$ cat src/rtl/lcd_write_engine_if.sv
// Requester/panel-side bundle for lcd_write_engine: byte handshake, status and LCD pins.
// DW must be 4 when the engine runs a 4-bit bus, 8 otherwise.
interface lcd_write_engine_if #(
  parameter int DW = 8
);
  logic [7:0]    iDATA;
  logic          iRS;
  logic          iSingle;
  logic          iValid;
  logic          oReady;
  logic          oDone;
  logic          oBusy;
  logic [DW-1:0] LCD_DATA;
  logic          LCD_RW;
  logic          LCD_EN;
  logic          LCD_RS;
  logic [2:0]    dbg_state;

  // Handshake: a byte transfers on the rising clock edge where iValid && oReady;
  // iDATA/iRS/iSingle are sampled on that edge, iValid while busy is dropped.
  modport slave (
    input  iDATA, iRS, iSingle, iValid,
    output oReady, oDone, oBusy, LCD_DATA, LCD_RW, LCD_EN, LCD_RS, dbg_state
  );

  modport master (
    output iDATA, iRS, iSingle, iValid,
    input  oReady, oDone, oBusy, LCD_DATA, LCD_RW, LCD_EN, LCD_RS, dbg_state
  );
endinterface

$ cat src/rtl/lcd_write_engine.sv
// HD44780-class LCD write engine: one byte per handshake, 8-bit or two-nibble 4-bit bus,
// programmable setup/enable/hold timing and a post-write busy wait (long after clear/home).
module lcd_write_engine #(
  parameter int BUS_4BIT      = 0,
  parameter int SETUP_CYC     = 2,
  parameter int EN_HIGH_CYC   = 12,
  parameter int HOLD_CYC      = 2,
  parameter int CMD_WAIT_CYC  = 2000,
  parameter int LONG_WAIT_CYC = 80000,
  parameter int CNT_W         = 17
) (
  input  logic             iCLK,
  input  logic             reset,
  lcd_write_engine_if.slave bus
);

  localparam int DW = (BUS_4BIT != 0) ? 4 : 8;

  localparam logic [CNT_W-1:0] SETUP_LAST = CNT_W'(SETUP_CYC - 1);
  localparam logic [CNT_W-1:0] EN_LAST    = CNT_W'(EN_HIGH_CYC - 1);
  localparam logic [CNT_W-1:0] HOLD_LAST  = CNT_W'(HOLD_CYC - 1);
  localparam logic [CNT_W-1:0] CMD_LAST   = (CMD_WAIT_CYC > 0)  ? CNT_W'(CMD_WAIT_CYC - 1)  : '0;
  localparam logic [CNT_W-1:0] LONG_LAST  = (LONG_WAIT_CYC > 0) ? CNT_W'(LONG_WAIT_CYC - 1) : '0;
  localparam bit               CMD_NONE   = (CMD_WAIT_CYC == 0);
  localparam bit               LONG_NONE  = (LONG_WAIT_CYC == 0);

  typedef enum logic [2:0] {
    S_IDLE  = 3'd0,
    S_SETUP = 3'd1,
    S_EN_HI = 3'd2,
    S_HOLD  = 3'd3,
    S_WAIT  = 3'd4,
    S_DONE  = 3'd5
  } state_t;

  state_t           state_q, state_d;
  logic [CNT_W-1:0] cnt_q, cnt_d;
  logic [3:0]       lo_q;
  logic             single_q;
  logic             long_q;
  logic             second_q;
  logic [DW-1:0]    lcd_data_q;
  logic             lcd_rs_q;
  logic             lcd_en_q;

  logic             accept;
  logic             is_long;
  logic             more_nibble;
  logic             wait_none;
  logic [CNT_W-1:0] wait_last;
  logic             load_second;
  logic [DW-1:0]    first_part;
  logic [DW-1:0]    second_part;

  assign accept  = bus.iValid && (state_q == S_IDLE);
  // Clear (0x01) and return-home (0x02/0x03) need the long busy wait.
  assign is_long = !bus.iRS && (bus.iDATA[7:2] == 6'd0) && (bus.iDATA[1:0] != 2'd0);

  assign more_nibble = (BUS_4BIT != 0) && !second_q && !single_q;
  assign wait_none   = long_q ? LONG_NONE : CMD_NONE;
  assign wait_last   = long_q ? LONG_LAST : CMD_LAST;

  always_comb begin
    first_part  = '0;
    second_part = '0;
    if (BUS_4BIT != 0) begin
      first_part  = DW'(bus.iDATA[7:4]);
      second_part = DW'(lo_q);
    end else begin
      first_part  = DW'(bus.iDATA);
    end
  end

  always_comb begin
    state_d     = state_q;
    load_second = 1'b0;
    case (state_q)
      S_IDLE:  if (accept) state_d = S_SETUP;
      S_SETUP: if (cnt_q == SETUP_LAST) state_d = S_EN_HI;
      S_EN_HI: if (cnt_q == EN_LAST) state_d = S_HOLD;
      S_HOLD: begin
        if (cnt_q == HOLD_LAST) begin
          if (more_nibble) begin
            state_d     = S_SETUP;
            load_second = 1'b1;
          end else if (wait_none) begin
            state_d = S_DONE;
          end else begin
            state_d = S_WAIT;
          end
        end
      end
      S_WAIT:  if (cnt_q == wait_last) state_d = S_DONE;
      S_DONE:  state_d = S_IDLE;
      default: state_d = S_IDLE;
    endcase
  end

  // Counter restarts on every state entry (including the SETUP re-entry for the low
  // nibble) and is parked at zero in IDLE/DONE so it can never wrap.
  always_comb begin
    if ((state_d != state_q) || load_second || (state_q == S_IDLE) || (state_q == S_DONE)) begin
      cnt_d = '0;
    end else begin
      cnt_d = cnt_q + 1'b1;
    end
  end

  always_ff @(posedge iCLK or posedge reset) begin
    if (reset) begin
      state_q    <= S_IDLE;
      cnt_q      <= '0;
      lo_q       <= '0;
      single_q   <= 1'b0;
      long_q     <= 1'b0;
      second_q   <= 1'b0;
      lcd_data_q <= '0;
      lcd_rs_q   <= 1'b0;
      lcd_en_q   <= 1'b0;
    end else begin
      state_q  <= state_d;
      cnt_q    <= cnt_d;
      lcd_en_q <= (state_d == S_EN_HI);
      if (accept) begin
        lo_q       <= bus.iDATA[3:0];
        single_q   <= (BUS_4BIT != 0) && bus.iSingle;
        long_q     <= is_long;
        second_q   <= 1'b0;
        lcd_rs_q   <= bus.iRS;
        lcd_data_q <= first_part;
      end else if (load_second) begin
        second_q   <= 1'b1;
        lcd_data_q <= second_part;
      end
    end
  end

  assign bus.oReady    = (state_q == S_IDLE);
  assign bus.oBusy     = (state_q != S_IDLE);
  assign bus.oDone     = (state_q == S_DONE);
  assign bus.LCD_DATA  = lcd_data_q;
  assign bus.LCD_RS    = lcd_rs_q;
  assign bus.LCD_EN    = lcd_en_q;
  assign bus.LCD_RW    = 1'b0;
  assign bus.dbg_state = state_q;

endmodule

$ cat src/flat_wrapper.sv
// flat-port wrapper written by rule: the top's interface ports become plain ports
module lcd_write_engine_flat 
#(
  parameter int BUS_4BIT      = 0,
  parameter int SETUP_CYC     = 2,
  parameter int EN_HIGH_CYC   = 12,
  parameter int HOLD_CYC      = 2,
  parameter int CMD_WAIT_CYC  = 2000,
  parameter int LONG_WAIT_CYC = 80000,
  parameter int CNT_W         = 17
)
  (iCLK, reset, bus_iDATA, bus_iRS, bus_iSingle, bus_iValid, bus_oReady, bus_oDone, bus_oBusy, bus_LCD_DATA, bus_LCD_RW, bus_LCD_EN, bus_LCD_RS, bus_dbg_state);
  lcd_write_engine_if #(.DW(8)) bus_i ();
  input  logic iCLK;
  input  logic reset;
  input wire logic [$bits(bus_i.iDATA)-1:0] bus_iDATA;
  input wire logic [$bits(bus_i.iRS)-1:0] bus_iRS;
  input wire logic [$bits(bus_i.iSingle)-1:0] bus_iSingle;
  input wire logic [$bits(bus_i.iValid)-1:0] bus_iValid;
  output wire logic [$bits(bus_i.oReady)-1:0] bus_oReady;
  output wire logic [$bits(bus_i.oDone)-1:0] bus_oDone;
  output wire logic [$bits(bus_i.oBusy)-1:0] bus_oBusy;
  output wire logic [$bits(bus_i.LCD_DATA)-1:0] bus_LCD_DATA;
  output wire logic [$bits(bus_i.LCD_RW)-1:0] bus_LCD_RW;
  output wire logic [$bits(bus_i.LCD_EN)-1:0] bus_LCD_EN;
  output wire logic [$bits(bus_i.LCD_RS)-1:0] bus_LCD_RS;
  output wire logic [$bits(bus_i.dbg_state)-1:0] bus_dbg_state;
  assign bus_i.iDATA = bus_iDATA;
  assign bus_i.iRS = bus_iRS;
  assign bus_i.iSingle = bus_iSingle;
  assign bus_i.iValid = bus_iValid;
  assign bus_oReady = bus_i.oReady;
  assign bus_oDone = bus_i.oDone;
  assign bus_oBusy = bus_i.oBusy;
  assign bus_LCD_DATA = bus_i.LCD_DATA;
  assign bus_LCD_RW = bus_i.LCD_RW;
  assign bus_LCD_EN = bus_i.LCD_EN;
  assign bus_LCD_RS = bus_i.LCD_RS;
  assign bus_dbg_state = bus_i.dbg_state;
  lcd_write_engine #(.BUS_4BIT(BUS_4BIT), .SETUP_CYC(SETUP_CYC), .EN_HIGH_CYC(EN_HIGH_CYC), .HOLD_CYC(HOLD_CYC), .CMD_WAIT_CYC(CMD_WAIT_CYC), .LONG_WAIT_CYC(LONG_WAIT_CYC), .CNT_W(CNT_W)) u_core (.iCLK(iCLK), .reset(reset), .bus(bus_i));
endmodule
$ cat config.mk
export PLATFORM = sky130hd
export DESIGN_NAME = lcd_write_engine_flat
export DESIGN_NICKNAME = d
export VERILOG_FILES = /design/src/rtl/lcd_write_engine_if.sv /design/src/rtl/lcd_write_engine.sv /design/src/flat_wrapper.sv
export SDC_FILE = /design/constraint.sdc
export NUM_CORES = 1
export LEC_CHECK = 0
export CAP_MARGIN = 20
export CORE_MARGIN = 1.5
export CORE_UTILIZATION = 51
export DETAILED_ROUTE_END_ITERATION = 10
export PLACE_DENSITY = 0.79
export SLEW_MARGIN = 25
export SYNTH_ARGS = -nofsm -noshare
export SYNTH_HDL_FRONTEND = slang
export SYNTH_SLANG_ARGS = --single-unit
$ cat constraint.sdc
create_clock -name iCLK -period 2.5 [get_ports iCLK]
set_input_delay 0.5 -clock iCLK [delete_from_list [all_inputs] [get_ports iCLK]]
set_output_delay 0.5 -clock iCLK [all_outputs]
set_load 0.1 [all_outputs]
Word level (Yosys, flattened, before mapping)

Cells that the tools add are included.

Output and inout bits: 17
Input bits: 13
Logic and storage cells: 36
Register bits after elaboration: 31

$add $sub $neg: 1
Eq/ne operators: 10
Reductions and logical operators: 10
Multiplexer cells: 9

Operators with widths:

| operator                                                          | number |
|---|---|
| 17-bit 2-to-1 mux                                                 | 2 |
| 17-bit by 1-bit adder with 17-bit output (second input constant)  | 1 |
| 17-bit by 1-bit == test with 1-bit output (second input constant) | 1 |
| 17-bit == test                                                    | 1 |
| 17-bit by 4-bit == test with 1-bit output (second input constant) | 1 |
| 3-bit 2-to-1 mux                                                  | 5 |
| 3-bit one-hot mux with 5 select lines                             | 1 |
| 3-bit by 2-bit == test with 1-bit output (second input constant)  | 3 |
| 8-bit 2-to-1 mux                                                  | 1 |
| 3-bit == test (second input constant)                             | 2 |
| 6-bit logical NOT                                                 | 1 |
| 3-bit by 1-bit == test with 1-bit output (second input constant)  | 1 |
| 1-bit logical AND                                                 | 3 |
| 3-bit logical NOT                                                 | 1 |
| 3-bit != test                                                     | 1 |
| 3-bit nonzero test                                                | 1 |
| 1-bit logical OR                                                  | 2 |
| 2-bit nonzero test                                                | 1 |
| 1-bit logical NOT                                                 | 1 |

Logic depth before layout (Yosys ltp)

Gate-level depths: netlist of the first run.

Depth in word-level cells: 8
Gate-level depth with buffers: 7
Mapped depth without buffers: 6

Worst setup path before layout of the first run

Ideal clock, no wire load.

Path type: reg-to-reg
From: reg u_core.state_q[2] (netlist: u_core.bus.dbg_state[2])
To: reg u_core.lcd_data_q[0] (netlist: u_core.bus.LCD_DATA[0])
Stages on the path, launching flop included: 7
Path buffers: 2
Clock period less this slack: 3.698 ns
Library setup time: 0.126 ns
Path slack: -1.198 ns
Required time: 2.374 ns
Arrival: 3.572 ns
Cell sequence: dfrtp_1 -> buf_6 -> or3_1 -> inv_1 -> nand2_1 -> buf_1 -> mux2_2

Cells in the longest elaborated chain, start to end: 2

Ends and longest elaborated chain:

| element                | RTL line                | text |
|---|---|---|
| from (decl)            | lcd_write_engine.sv:36  | `state_t state_q, state_d;` |
| from (signal assigned) | lcd_write_engine.sv:121 | `state_q <= state_d;` |
| 3-bit logical NOT      | n/a                     |  |
| net bus_oReady         | flat_wrapper.sv:20      | `output wire logic [$bits(bus_i.oReady)-1:0] bus_oReady;` |
| 1-bit logical AND      | lcd_write_engine.sv:55  | `assign accept = bus.iValid && (state_q == S_IDLE);` |
| to (signal assigned)   | lcd_write_engine.sv:130 | `lcd_data_q <= first_part;` |
| to (signal assigned)   | lcd_write_engine.sv:133 | `lcd_data_q <= second_part;` |
| to (decl)              | lcd_write_engine.sv:42  | `logic [DW-1:0] lcd_data_q;` |

The timed path passes the listed nets, and every way through them passes these cells.
A chain may end at the register's enable or synchronous reset.

Worst setup path after layout of the first run

From: reg u_core.cnt_q[5]
To: reg u_core.cnt_q[16]

Cells in the longest elaborated chain, start to end: 7
Elaborated cells between the ends (all ways): 13
Those cells by class: add/sub: 1; eq/ne: 4; mux: 6; reduce/logical: 2

Ends and longest elaborated chain:

| element                                      | RTL line                | text |
|---|---|---|
| from (decl)                                  | lcd_write_engine.sv:37  | `logic [CNT_W-1:0] cnt_q, cnt_d;` |
| from (signal assigned)                       | lcd_write_engine.sv:122 | `cnt_q <= cnt_d;` |
| 17-bit == test, or another cell as far along | lcd_write_engine.sv:93  | `S_WAIT: if (cnt_q == wait_last) state_d = S_DONE;` |
| 3-bit 2-to-1 mux (on tied branches)          | n/a                     |  |
| 3-bit one-hot mux with 5 select lines        | lcd_write_engine.sv:77  | `case (state_q)` |
| 3-bit != test                                | lcd_write_engine.sv:102 | `if ((state_d != state_q) \|\| load_second \|\| (state_q == S_IDLE) \|\| (state_q == S_DONE)) begin` |
| 1-bit logical OR (2 in a row)                | lcd_write_engine.sv:102 |  |
| 17-bit 2-to-1 mux *                          | lcd_write_engine.sv:102 |  |
| net u_core.cnt_d[16]                         | lcd_write_engine.sv:37  |  |

The timed path passes the listed nets; every way through them passes the cells marked *.

==> flow_summary.toml, run 1 <==
[run_status]
outcome = "complete, but fails checks"
violations = "DRC"

[pwr]
ir_drop_mv = 0.342
power_switching_mw = 0.183
clockPowerShare = 0.336
leakagePower_nw = 0.874
p_per_area_mw_per_mm2 = 426
p_total_mw = 0.810
intPower_mw = 0.627
seqPwrFrac = 0.618
power.switching_fraction = 0.226
pwr-share-comb = 0.046

[finish]
area_growth_pct = 22.2
layout-drive-gt1-share = 0.258
finalNetCount = 200
num_antenna_cells = 0

[floorplan]
die_area_mm2 = 0.00339
design.core.area_mm2 = 0.00283
initial_core_util = 0.549
ios = 30
rows = 19
die_h_um = 58.2
dieWidth_um = 58.2

[synth]
async_flop_share = 1.00
synth.distinct_cells = 33
synth_top_family_by_area = "simple AND/OR/NAND/NOR gates"
synthFlopType = "dfrtp_1"
synth.area.top_cells = "dfrtp_1 50%, mux2_2 6.5%, nor2_1 6.3%"
synth.most_common_cell = "dfrtp_1"
synth_xor_area_frac = 0.0902
synth_fa_ha_area_frac = 0.0161
synth_edf_count = 0
synth-simple-area-share = 0.245
synth.area.mux_share = 0.0652
synth_top_area_frac = 0.499
syn-cell-area_mm2 = 0.00155
syn_inst = 152
ys_seq_area_frac = 0.499
synth_seq_cells = 31
synth.avg_cell_area_um2 = 10.2
yosysTopAreaCell = "dfrtp_1"
synth_compound_gate_area_share = 0.0459
yosys_warnings = 0
yosys-top-cells-count = "31 x dfrtp_1, 26 x nor2_1, 13 x nand2_1, 9 x mux2_2"
syn_nets = 167

[setup_path]
startpoint_type = "flop"
crit_path_top_delay_cell = "or4_4"
worstSetupEndpointType = "flop"
cp_top_family = "simple AND/OR/NAND/NOR gates"
cp_data_arrival_time_ps = 2430
crit_path_max_incr_delay_ps = 560
worst-path-buf-inv = 1
cp_max_fo = 7
crit_required_ps = 2730
ff2ff_setup_slack_ps = 300
criticalPathCategory = "reg2reg"
path_cells = "or4_4, nor4_4, nand4_2, a32oi_2, buf_4, nor2_1"

[global_route]
grt_usage = 0.216
gr-total-overflow = 0
antenna_found_initial = 0
grt_pass1_vias = 1202
grt_max_degree = 32
grt_pass1_wl_mm = 5.45

[clocking]
cts_tree = "yes"
cts_resized = 0
cts_setup_buffers = 0
clockRootBuffer = "clkbuf_4"
clkTransAtPathRegs_ps = 100
postCtsHoldBufs = 0
clk_latency_ps = 330
cts_buffers = 5
cts.sinks = 31
cts_buffer_depth = 2
htree_levels = 2

[route]
vias_per_cell = 5.64
wl_per_cell_um = 14.4
antenna_left = 0
drtIter0Drc = 58
routed_wl_mm = 3.13
drt_first_pass_iters = 7
vias = 1224
drc = 3

[timing]
period_needed_ps = 2200
final.setup.tns_ps = 0
rsz0062_at_grt = "false"
worst_slack_ps = 301
hold_viol = 0
hold_ws_ps = 520
period_share = 0.880
maxSlewViolCount = 0
setup_violations = 0
fmax_mhz = 455
skew_ps = 15.1

[placement]
gp_congestion = 0.919
hpwl_mm = 2.34
portBuffers = 27
pre_cts_ws_ps = 318

[worst_hold_path]
hp-class = "reg2reg"

[flow_run]
drv_cap = 0
-- final timing paths --
kind	start	to	cells past startpoint
min in group asynchronous	reset	u_core.cnt_q[2]	3
max in group asynchronous	reset	u_core.bus.dbg_state[0]	3
setup reg to reg	u_core.cnt_q[5]	u_core.cnt_q[16]	6
hold / removal	u_core.bus.LCD_RS	u_core.bus.LCD_RS	1
hold reg to reg	u_core.bus.LCD_RS	u_core.bus.LCD_RS	1
setup / recovery	u_core.cnt_q[5]	u_core.cnt_q[16]	6
-- area by class of cell --
class,instances,area (µm²)
fill,224,930
sequential,31,787
multi-input combinational,111,732
timing repair buffer,30,265
clock buffer,7,45.0
tap,31,38.8
inverter,6,26.3
clock inverter,1,5.00
-- registers in the layout, indices dropped and copies added (netlist names) --
register,cells
u_core.bus.LCD_DATA,8
u_core.bus.LCD_RS,1
u_core.bus.LCD_EN,1
u_core.bus.dbg_state,3
u_core.long_q,1
u_core.cnt_q,17
-- power by group through the flow --
stage	Sequential [mW]	Combinational, mW	Clock (mW)
CTS	0.501	0.0380	0.281
finish	0.501	0.0372	0.272
global placement	0.511	0.0373	0
global route	0.501	0.0409	0.306
floorplan	0.511	0.0160	0
detailed placement	0.511	0.0379	0
-- cells by family after synthesis --
kind of cell / count (synthesis)
buffers and inverters: 10
adders and majority gates: 2
other: 1
muxes: 9
DFF: 31
AOI/OAI and AO/OA: 9
and+or+nand+nor: 74
xor gates and xnor gates: 16
-- cell usage in the layout (no fill, tap or decap), types with 2 or more instances in the layout --
master	Yosys	layout
nor4_1	3	3
clkbuf_4	0	5
inv_1	6	5
clkdlybuf4s50_1	0	11
mux2_2	9	9
nand3_1	7	7
nor3_1	7	7
nor2_1	26	25
o21ai_0	3	3
xor2_1	8	8
ha_1	2	2
xnor2_1	8	8
clkbuf_1	0	2
nand2_1	13	12
buf_4	1	18
dfrtp_1	31	28
dfrtp_4	0	3
or3_2	2	2
nand4_1	6	6
-- routing by layer --
layer  wire [µm]  part of all wire  GRT usage
met1        1430              0.46      0.277
met2        1530              0.49      0.336
met3         115             0.037     0.0536
met4          51             0.016      0.120
met5           0                 0          0
-- per-stage QoR --
step / area, µm² / utilization / instances
finish: 1900 / 0.671 / 217
floorplan: 1580 / - / 152
global placement: 1850 / 0.654 / 209
detailed placement: 1850 / 0.654 / 209
CTS: 1900 / 0.671 / 217
global route: 1900 / 0.671 / 217
No activity file was read; power rests on OpenSTA's default activity.
==> run 2: changes to the inputs <==
--- a/config.mk
+++ b/config.mk
@@ -6,10 +6,11 @@
 export NUM_CORES = 1
 export LEC_CHECK = 0
 export CAP_MARGIN = 20
-export CORE_MARGIN = 1.5
+export CORE_MARGIN = 2
 export CORE_UTILIZATION = 51
 export DETAILED_ROUTE_END_ITERATION = 10
 export PLACE_DENSITY = 0.79
+export SKIP_CTS_REPAIR_TIMING = 1
 export SLEW_MARGIN = 25
 export SYNTH_ARGS = -nofsm -noshare
 export SYNTH_HDL_FRONTEND = slang
==> run 2 against run 1 <==
Compared with the run above: the flow now finishes without violations; core utilization shrank 2.9 points; count of clock-buffer cells in the layout is 1 higher; via count decreased by 0.57%; cell area grew 0.72%; critical path depth stayed put; register-to-register slack worse by 60 ps; critical endpoint is now u_core.cnt_q[9]; sequential power hardly changed; power grew 7.7%; worst setup slack got worse by 59 ps; largest cell class unchanged; highest routed layer unchanged; non-clock buffer count decreased by 1.
==> flow_summary.toml, run 2 (synthesized netlist as in run 1, its figures left out) <==
[run_status]
outcome = "complete, no violations"

[placement]
hpwl_mm = 2.30
gp_congestion = 0.891
portBuffers = 27
dp.cells = 210

[worst_hold_path]
hp-class = "reg2reg"

[floorplan]
die_area_mm2 = 0.00350
rows = 20
design.core.area_mm2 = 0.00298
initial_core_util = 0.522
dieWidth_um = 59.2
die_h_um = 59.2
ios = 30

[setup_path]
cp_data_arrival_time_ps = 2480
crit_path_top_delay_cell = "or4_4"
crit_path_max_incr_delay_ps = 580
path_cells = "or4_4, nor4_1, o2111ai_1, a32oi_2, buf_4, nor2_1"
startpoint = "u_core.cnt_q[4]"
r2r_cells = 6
r2r-start = "u_core.cnt_q[4]"
ff2ff_setup_slack_ps = 240
cp_max_fo = 14
worstSetupEndpointType = "flop"
crit_required_ps = 2720
crit_end = "u_core.cnt_q[9]"
startpoint_type = "flop"
criticalPathCategory = "reg2reg"
regToRegEndpoint = "u_core.cnt_q[9]"

[finish]
num_antenna_cells = 0
top_register = "u_core.cnt_q"
layout-drive-gt1-share = 0.259
area_growth_pct = 23.1
final_common_cell = "dfrtp_1"
num-fill-cells = 249
fin_util = 0.642
stdcell_count = 218
largest_reg_flops = 17
final_cell_mix = "28 x dfrtp_1, 25 x nor2_1, 17 x buf_4, 12 x nand2_1, 11 x clkdlybuf4s50_1"
finalNetCount = 199

[global_route]
antenna_found_initial = 0
grt_usage = 0.200
grt_pass1_vias = 1186
grt_pass1_wl_mm = 5.19
grt_max_degree = 32
gr-total-overflow = 0

[route]
drt_first_pass_iters = 4
vias = 1217
wl_per_cell_um = 14.4
antenna_left = 0
vias_per_cell = 5.58
drtIter0Drc = 60
drc = 0
routed_wl_mm = 3.13

[timing]
final.setup.tns_ps = 0
skew_ps = 8.53
hold_viol = 0
fmax_mhz = 443
period_needed_ps = 2260
setup_violations = 0
maxSlewViolCount = 0
period_share = 0.903
rsz0062_at_grt = "false"

[pwr]
seqPwrFrac = 0.574
intPower_mw = 0.683
pwr-share-comb = 0.043
clockPowerShare = 0.383
ir_drop_mv = 0.317
power.switching_fraction = 0.217
p_total_mw = 0.873
p_per_area_mw_per_mm2 = 456
power_switching_mw = 0.190
leakagePower_nw = 0.878

[clocking]
clk_latency_ps = 330
clkTransAtPathRegs_ps = 100
clockRootBuffer = "clkbuf_4"
cts_buffer_depth = 2
cts_tree = "yes"
cts_buffers = 5
cts.sinks = 31
htree_levels = 2

[flow_run]
drv_cap = 0
-- run 2: cell count changes in the layout (fill, tap and decap cells not counted), sizes merged --
| cell | change |
|---|---|
| buf | -1 |
| clkinv | -1 |
| clkbuf | +1 |
-- run 2: worst min path at each step --
stage | startpoint | endpoint | slack (ps) | depth (start not counted)
floorplan | u_core.cnt_q[0] | u_core.cnt_q[0] | 470 | 1
global placement | u_core.bus.LCD_DATA[5] | u_core.bus.LCD_DATA[5] | 490 | 1
detailed placement | u_core.bus.LCD_DATA[5] | u_core.bus.LCD_DATA[5] | 500 | 1
CTS | u_core.bus.LCD_DATA[5] | u_core.bus.LCD_DATA[5] | 520 | 1
global route | u_core.bus.LCD_DATA[6] | u_core.bus.LCD_DATA[6] | 530 | 1
finish | u_core.bus.LCD_DATA[5] | u_core.bus.LCD_DATA[5] | 520 | 1
-- run 2: power groups by stage --
stage                     clock (mW)  sequential (mW)  combinational, mW
after floorplan                    0            0.511             0.0160
after CTS                      0.343            0.501             0.0383
after global placement             0            0.511             0.0372
after global routing           0.366            0.501             0.0411
final                          0.334            0.501             0.0374
after detailed placement           0            0.511             0.0383
-- run 2: area by class of cell --
class	instances	area [µm²]	share of cell area
Sequential cell	31	787	0.411
Tap cell	33	41.3	0.0216
Inverter	6	26.3	0.0137
Multi-Input combinational cell	111	732	0.383
Clock buffer	8	68.8	0.0360
Timing Repair Buffer	29	258	0.135
-- run 2: per-layer routing --
layer | track usage | up-vias | wire length [µm]
met1 | 0.243 | 592 | 1420
met4 | 0.0909 | 0 | 28
met3 | 0.0459 | 4 | 152
met2 | 0.336 | 33 | 1530
met5 | 0 | - | 0
li1 | - | 588 | -
-- run 2: worst max-delay path: cells and delay by family (launching register included) --
kind,cells,cell delay [ps]
buf+inv,1,220
compound gates,2,510
simple gates,3,960
flops,1,450
-- run 2: through the flow --
step / setup WS [ps] / instance area [µm²] / hold WS [ps]
final: 242 / 1910 / 519
after global routing: 135 / 1910 / 534
after CTS: 275 / 1910 / 523
after detailed placement: 310 / 1840 / 500
after global placement: 362 / 1840 / 491
after floorplan: 1.04 / 1580 / 474
